[src/rtl/lsu_pkg.sv]
// Shared types and helpers for the load/store initiator: access-size codes,
// FSM states and byte-lane enable generation.
package lsu_pkg;

   // RISC-V funct3 size codes for loads and stores
   typedef enum logic [2:0] {
      LSU_B  = 3'b000,
      LSU_H  = 3'b001,
      LSU_W  = 3'b010,
      LSU_BU = 3'b100,
      LSU_HU = 3'b101
   } lsu_size_e;

   typedef enum logic [1:0] {
      IDLE     = 2'd0,
      ACCESS   = 2'd1,
      RESP     = 2'd2,
      ERR_RESP = 2'd3
   } lsu_state_e;

   // Byte lanes touched by an access. Loads always read the whole word and
   // pick the lane afterwards; stores only enable the lanes they overwrite.
   function automatic logic [3:0] lsu_byte_enable(input logic       write,
                                                  input logic [2:0] funct3,
                                                  input logic [1:0] off);
      logic [3:0] be;
      be = 4'b1111;
      if (write) begin
         case (funct3)
            LSU_B:   be = 4'b0001 << off;
            LSU_H:   be = 4'b0011 << off;
            default: be = 4'b1111;
         endcase
      end
      return be;
   endfunction

endpackage

[src/rtl/lsu_load_extract.sv]
// Picks the addressed byte/halfword out of a memory word and sign- or
// zero-extends it to 32 bits. Purely combinational so any load path can reuse it.
module lsu_load_extract
   import lsu_pkg::*;
(
   input  logic [31:0] word,
   input  logic [1:0]  offset,
   input  logic [2:0]  funct3,
   output logic [31:0] value
);

   logic [7:0]  byte_sel;
   logic [15:0] half_sel;

   // Lane selection followed by extension according to the size code
   always_comb begin
      byte_sel = word[8*offset +: 8];
      half_sel = offset[1] ? word[31:16] : word[15:0];
      case (funct3)
         LSU_B:   value = {{24{byte_sel[7]}}, byte_sel};
         LSU_BU:  value = {24'h000000, byte_sel};
         LSU_H:   value = {{16{half_sel[15]}}, half_sel};
         LSU_HU:  value = {16'h0000, half_sel};
         default: value = word;
      endcase
   end

endmodule

[src/rtl/lsu_mem_initiator.sv]
// MEM-stage load/store initiator. Takes one request at a time, performs a
// single-cycle access on the word-wide data memory port and returns the
// (extended) load data or an error flag over a valid/ready response.
module lsu_mem_initiator
   import lsu_pkg::*;
#(
   parameter int ADDR_WIDTH = 12,
   parameter int DATA_WIDTH = 32
) (
   input  logic                  clock,
   input  logic                  reset,
   input  logic                  req_valid,
   output logic                  req_ready,
   input  logic                  req_write,
   input  logic [2:0]            req_funct3,
   input  logic [31:0]           req_addr,
   input  logic [DATA_WIDTH-1:0] req_wdata,
   output logic                  resp_valid,
   input  logic                  resp_ready,
   output logic [DATA_WIDTH-1:0] resp_rdata,
   output logic                  resp_error,
   output logic                  mem_enable,
   output logic                  mem_write_enable,
   output logic [3:0]            mem_byte_enable,
   output logic [ADDR_WIDTH-1:0] mem_address,
   output logic [DATA_WIDTH-1:0] mem_write_data,
   input  logic [DATA_WIDTH-1:0] mem_read_data
);

   lsu_state_e            state_q, state_d;
   logic                  write_q;
   logic [2:0]            funct3_q;
   logic [ADDR_WIDTH-1:0] addr_q;
   logic [DATA_WIDTH-1:0] wdata_q;
   logic [DATA_WIDTH-1:0] word_q;

   logic                  accept;
   logic                  req_error;
   logic                  legal_f3;
   logic                  misaligned;
   logic                  out_of_range;
   logic [DATA_WIDTH-1:0] store_data;
   logic [31:0]           load_value;

   // Request checks: illegal size code, misalignment, address beyond the memory
   always_comb begin
      legal_f3   = 1'b0;
      misaligned = 1'b0;
      case (req_funct3)
         LSU_B:  legal_f3 = 1'b1;
         LSU_H: begin
            legal_f3   = 1'b1;
            misaligned = req_addr[0];
         end
         LSU_W: begin
            legal_f3   = 1'b1;
            misaligned = |req_addr[1:0];
         end
         LSU_BU: legal_f3 = !req_write;
         LSU_HU: begin
            legal_f3   = !req_write;
            misaligned = req_addr[0];
         end
         default: legal_f3 = 1'b0;
      endcase
      out_of_range = |req_addr[31:ADDR_WIDTH];
      req_error    = !legal_f3 || misaligned || out_of_range;
   end

   // Replicate store data across lanes; byte enables pick the real target
   always_comb begin
      case (funct3_q)
         LSU_B:   store_data = {4{wdata_q[7:0]}};
         LSU_H:   store_data = {2{wdata_q[15:0]}};
         default: store_data = wdata_q;
      endcase
   end

   lsu_load_extract u_extract (
      .word   (word_q),
      .offset (addr_q[1:0]),
      .funct3 (funct3_q),
      .value  (load_value)
   );

   // State register
   always_ff @(posedge clock or posedge reset) begin
      if (reset) begin
         state_q <= IDLE;
      end else begin
         state_q <= state_d;
      end
   end

   // Next-state and output decode; mem_enable is gated by reset so an
   // in-flight store is dropped the moment reset rises
   always_comb begin
      state_d          = state_q;
      accept           = 1'b0;
      req_ready        = 1'b0;
      resp_valid       = 1'b0;
      resp_error       = 1'b0;
      resp_rdata       = '0;
      mem_enable       = 1'b0;
      mem_write_enable = 1'b0;
      mem_byte_enable  = 4'b0000;
      mem_address      = '0;
      mem_write_data   = '0;
      case (state_q)
         IDLE: begin
            req_ready = !reset;
            accept    = req_valid;
            if (req_valid) begin
               state_d = req_error ? ERR_RESP : ACCESS;
            end
         end
         ACCESS: begin
            mem_enable       = !reset;
            mem_write_enable = write_q && !reset;
            mem_byte_enable  = lsu_byte_enable(write_q, funct3_q, addr_q[1:0]);
            mem_address      = {addr_q[ADDR_WIDTH-1:2], 2'b00};
            mem_write_data   = write_q ? store_data : '0;
            state_d          = RESP;
         end
         RESP: begin
            resp_valid = 1'b1;
            resp_rdata = write_q ? '0 : load_value;
            if (resp_ready) state_d = IDLE;
         end
         ERR_RESP: begin
            resp_valid = 1'b1;
            resp_error = 1'b1;
            if (resp_ready) state_d = IDLE;
         end
         default: state_d = IDLE;
      endcase
   end

   // Request latch and load-word capture; the response is extracted from
   // the registered word so resp_rdata stays stable while stalled
   always_ff @(posedge clock or posedge reset) begin
      if (reset) begin
         write_q  <= 1'b0;
         funct3_q <= 3'b000;
         addr_q   <= '0;
         wdata_q  <= '0;
         word_q   <= '0;
      end else begin
         if (accept) begin
            write_q  <= req_write;
            funct3_q <= req_funct3;
            addr_q   <= req_addr[ADDR_WIDTH-1:0];
            wdata_q  <= req_wdata;
            word_q   <= '0;
         end
         if (state_q == ACCESS && !write_q) begin
            word_q <= mem_read_data;
         end
      end
   end

endmodule

[config.mk]
export PLATFORM = sky130hd
export DESIGN_NAME = lsu_mem_initiator
export DESIGN_NICKNAME = d
export VERILOG_FILES = /design/src/rtl/lsu_pkg.sv /design/src/rtl/lsu_load_extract.sv /design/src/rtl/lsu_mem_initiator.sv
export SDC_FILE = /design/constraint.sdc
export NUM_CORES = 1
export LEC_CHECK = 0
export ABC_AREA = 1
export BUFFER_PORTS_ARGS = -buffer_cell sky130_fd_sc_hd__buf_2
export CAP_MARGIN = 20
export CORE_UTILIZATION = 28
export DETAILED_ROUTE_END_ITERATION = 10
export PLACE_DENSITY = 0.53
export SYNTH_ARGS = -nofsm -noshare
export SYNTH_HDL_FRONTEND = slang
export SYNTH_SLANG_ARGS = --single-unit
[constraint.sdc]
create_clock -name clock -period 3.5 [get_ports clock]
set_input_delay 0 -clock clock [delete_from_list [all_inputs] [get_ports clock]]
set_output_delay 0 -clock clock [all_outputs]
set_load 0.1 [all_outputs]
==> After elaboration in Yosys (flattened, before gate mapping) <==
Index checks and enable logic that the tools add are counted.
W data, S select, Z words.
{ "classes": {"n_eq_ne": 12, "shift": 3, "multipliers": 0, "n_mux": 25, "bitwise": 0, "div": 0, "n_reduce_logical": 19, "n_addsub": 0, "magnitude_cmp": 0} }
{ "ops": {"columns": ["op", "n"], "rows": [
  ["$mux W32", 6],
  ["$pmux W32 S4", 1],
  ["$pmux W32 S2", 1],
  ["$shiftx A32 B6 Y8", 1],
  ["$reduce_or A20 Y1", 1],
  ["$mux W16", 1],
  ["$eq A3 B3 Y1 const B", 4],
  ["$mux W12", 1],
  ["$mux W4", 2],
  ["$pmux W4 S2", 1],
  ["$reduce_or A2 Y1", 4],
  ["$eq A3 B1 Y1 const B", 2],
  ["$logic_not A3 Y1", 2],
  ["$mux W1", 6],
  ["$mux W2", 3],
  ["$pmux W2 S3", 1],
  ["$eq A2 B2 Y1 const B", 2],
  ["$logic_not A1 Y1", 4],
  ["$pmux W1 S2", 2],
  ["$shl A1 B2 Y4 const A", 1],
  ["$shl A2 B2 Y4 const A", 1],
  ["$eq A3 B2 Y1 const B", 1],
  ["$reduce_or A3 Y1", 1],
  ["$eq A2 B1 Y1 const B", 1],
  ["7 further kinds", 9]
]} }
{ "totals": {"latchBits": 0, "register_bits": 82, "n_memories": 0, "ramBits": 0, "in_bits": 104, "elab_cells": 65, "mem_bits_ro": 0, "output_inout_bits": 85} }

==> Logic depth before layout (Yosys ltp) <==
{ "depth": {"depth_word": 9, "ltp_mapped": 10, "mapped_depth_nobuf": 8} }

==> Cells and area by module <==
A second synthesis with hierarchy kept.
{ "unflattened": {"cells_unflattened": 687, "area_unflattened_um2": 4996.0} }
{ "by_module_without_submodules": {"columns": ["mod", "instances", "area_per_inst_um2", "cells_each", "seq_area_each_um2"], "rows": [
  ["lsu_mem_initiator", 1, 4184.0, 528, 2052.0],
  ["lsu_load_extract", 1, 812.0, 159, 0.0]
]} }

==> Worst setup path after synthesis <==
Ideal clock, no wire load.
{ "synth_path": {"path_kind": "reg-to-output", "from": "register funct3_q[1]", "to": "output port mem_write_data[16]", "path_stages_with_launch": 8, "required_time_ps": 3500, "arrival_time_ps": 3265, "n_path_buf": 2, "slack_ps": 235, "cell_sequence": "dfrtp_1 > buf_4 > nor2_4 > nand2_2 > nand2_2 > buf_2 > nor2_1 > a211oi_1"} }
{ "synth_between": {"elab_chain_cells": 4, "word_cells_on_any_way": 5, "classes_between": "1 x eq/ne; 3 x mux; 1 x reduce/logical"} }
{ "synth_lines": {"columns": ["element", "line", "text"], "rows": [
  ["from (decl)", "lsu_mem_initiator.sv:32", "logic [2:0] funct3_q;"],
  ["from (signal assigned)", "lsu_mem_initiator.sv:151", "funct3_q <= req_funct3;"],
  ["$eq A3 B1 Y1 or $logic_not A3 Y1 (tied branches)", "lsu_mem_initiator.sv:72", "case (funct3_q)"],
  ["$pmux W32 S2 (*)", "lsu_mem_initiator.sv:72", null],
  ["$mux W32 (*)", "lsu_mem_initiator.sv:122", "mem_write_data = write_q ? store_data : '0;"],
  ["$mux W32 (*)", "lsu_mem_initiator.sv:109", "case (state_q)"],
  ["to (decl)", "lsu_mem_initiator.sv:26", "output logic [DATA_WIDTH-1:0] mem_write_data,"]
]} }
Every way passes the cells marked *; elsewhere a longest branch is shown, timed or not.

==> Worst setup path after layout <==
{ "layout_path": {"from": "register funct3_q[0]", "to": "output port mem_write_data[18]"} }
Same word-level chain as after synthesis.

==> impl_metrics.env <==
export IMPL_outcome="finished clean"
export IMPL_initial_core_util_pct=28.8
export IMPL_critical_path_top_delay_family="simple AND/OR/NAND/NOR gates"
export IMPL_clock_skew_ps=5.24
export IMPL_dr_pass1_iters=4
export IMPL_cts_sinks=82
export IMPL_synth_simple_area_share_pct=24.0
export IMPL_io_pins=189
export IMPL_synth_top_family_by_area="simple AND/OR/NAND/NOR gates"
export IMPL_ir_worst_vdd_mv=0.464
export IMPL_dieWidth_um=133
export IMPL_ys_async_sr_fraction_pct=100
export IMPL_rsz0062_at_grt="false"
export IMPL_fmax_ghz=0.366
export IMPL_n_antenna_cell=0
export IMPL_synth_area_um2=4800
export IMPL_layout_commonest_cell="buf_2"
export IMPL_yosysWarnings=0
export IMPL_period_share_pct=78.2
export IMPL_r2r_cells=4
export IMPL_crit_path_max_fanout=41
export IMPL_synth_distinct_cells=32
export IMPL_synth_edf_count=0
export IMPL_p_per_area_nw_per_um2=960
export IMPL_htreeDepth=3
export IMPL_vias_per_cell=4.57
export IMPL_fin_area_um2=7560
export IMPL_dieArea_um2=17700
export IMPL_core_area_um2=16600
export IMPL_antenna_found_initial=0
export IMPL_avgRoutedWirePerCell_um=14.7
export IMPL_place_hpwl_mm=11.4
export IMPL_total_power_mw=7.26
export IMPL_path_clk_slew_ps=60
export IMPL_rrSetupSlack_ps=1510
export IMPL_cp_start_kind="register"
export IMPL_cts_inserted_buffers=9
export IMPL_cts_root_buf="clkbuf_16"
export IMPL_leakagePower_nw=3.82
export IMPL_clock_latency_ps=340
export IMPL_critPathKind="reg -> out"
export IMPL_clk_path_buf_depth=2
export IMPL_setup_violations_final=0
export IMPL_grt_pass1_vias=5209
export IMPL_grt_pass1_wl_mm=26.9
export IMPL_grt_usage_pct=19.4
export IMPL_tritoncts="done"
export IMPL_dp_cells=1013
export IMPL_synth_seq_cells=82
export IMPL_cpMostUsedCell="nand2_2"
export IMPL_numPortBuffers=186
export IMPL_ys_flop_type="dfrtp_1"
export IMPL_critPathArrivalTime_ps=2740
export IMPL_timing_setup_tns_ps=0
export IMPL_stdcell_count=1112
export IMPL_grt_max_degree=51
export IMPL_worstPathRequired_ps=3500
export IMPL_synth_area_mux_share_pct=5.40
export IMPL_drv_cap=0
export IMPL_relSlewSlack_pct=38.8
export IMPL_timing_final_crit_period_ps=2740
export IMPL_gp_congestion=0.858
export IMPL_syn_inst=641
export IMPL_hold_path_class="in -> reg"
export IMPL_critPathMaxStageDelay_ps=620
export IMPL_avgSynthCellArea_um2=7.48
export IMPL_drive_above_1_share_pct=29.9
export IMPL_layout_nets=992
export IMPL_area_delta_synth_final_pct=57.7
export IMPL_yosysSeqAreaShare_pct=42.8
export IMPL_dr_first_iter_drc_count=316
export IMPL_min_path_cells=7
export IMPL_netlist_area_leader_share_pct=42.8
export IMPL_synth_top_area_cell="dfrtp_1"
export IMPL_fin_util_pct=45.4
export IMPL_cp_slowest_cell="nand2_2"
export IMPL_cts_setup_buffers=0
export IMPL_grt_overflow=0
export IMPL_synth_xor_area_share_pct=0
export IMPL_synth_area_leaders="dfrtp_1 (43%), nor2_1 (8.5%), nand2_1 (7.1%)"
export IMPL_route_detailed_drc=0
export IMPL_ant_nets=0
export IMPL_synth_fa_ha_area_share_pct=0
export IMPL_crit_path_cell_trace="nor2_4, nand2_2, nand2_2, o21ai_0, a21oi_1, buf_2"
export IMPL_synth_compound_gate_area_share_pct=16.2
export IMPL_path_buf_inv=1
export IMPL_worst_setup_path_end_kind="output pin"
export IMPL_layout_common_cells="buf_2 (148), nor2_1 (109), nand2_1 (91)"
export IMPL_finalHoldViolCount=0
export IMPL_timing_final_max_slew_violations=0
export IMPL_num_rows=47
export IMPL_die_h_um=133
export IMPL_dpl_cell_area_um2=6410
export IMPL_wl_mm=16.4
export IMPL_tightestPinTransition_ps=917
export IMPL_cp_depth=6
export IMPL_num_vias=5087
[cell usage after synthesis, types with 2 or more instances]
cell type and number:
nand2_2 6, buf_1 4, nor2_4 2, nor3_1 2, nand3_1 56, mux2_2 21, a21oi_1 39, clkbuf_1 12
dfrtp_1 82, o211ai_1 7, a211oi_1 3, o22ai_1 6, nand2_1 91, buf_6 2, mux2_1 2, inv_1 86
o21ai_0 41, inv_2 4, buf_2 17, o21ai_1 14, nor2_1 109, a21oi_2 20, buf_4 6
[state kept, by name, summed over array words and instances (netlist names)]
name and flops:
addr_q 12, funct3_q 3, state_q 2, wdata_q 32, word_q 32, write_q 1
[final timing paths]
path	end	startpoint
worst max-delay path	mem_write_data[18]	funct3_q[0]
worst min register to register	wdata_q[19]	wdata_q[19]
worst min-delay path	state_q[1]	req_addr[18]
worst max register to register	word_q[16]	write_q
max in group asynchronous	wdata_q[30]	reset
min in group asynchronous	addr_q[3]	reset
[power breakdown]
| part | leakage [nW] | switching (mW) | internal (mW) |
|---|---|---|---|
| combinational | 2.67 | 3.33 | 1.25 |
| clock | 0.140 | 0.403 | 0.566 |
| sequential | 1.01 | 0.304 | 1.41 |
| total | 3.82 | 4.04 | 3.22 |
[worst min-delay path, cell delays in order]
cell,delay [ps]
buf_2,70
nor2_1,30
nand4_1,50
nor2_1,40
nand2_1,40
nand2_1,40
nand2_1,50
[layer usage]
metal,vias to the layer above,GRT usage [%],wire [um]
li1,2543,-,-
met1,2355,24.3,7250
met2,175,32.9,7830
met3,14,4.33,1070
met4,0,6.26,224
met5,-,0,0
[area by class of cell]
type	count	area, um2
clock buffer	10	239
clock inverter	5	55.1
fill	1668	9080
inverter	91	343
multi-input combinational	428	2190
sequential	82	2050
tap	220	275
timing repair buffer	276	2400
[metrics by stage]
stage          worst slack [ps]  hold slack (ps)
6_report                    765             15.5
3_3_place_gp               1050              198
3_5_place_dp                985              199
5_1_grt                     566             56.2
4_1_cts                     630             11.7
2_1_floorplan               235             91.4
[repair_timing]
item,CTS,global route
hold buffers,83,0
gates resized for setup,0,0
endpoints found under the hold margin,131,0
[cells by family after synthesis]
family,Yosys count
muxes,23
buffers and inverters,132
DFF,82
and+or+nand+nor,271
AOI/OAI and AO/OA,132
other,1
No activity file was read; power rests on OpenSTA's default activity.
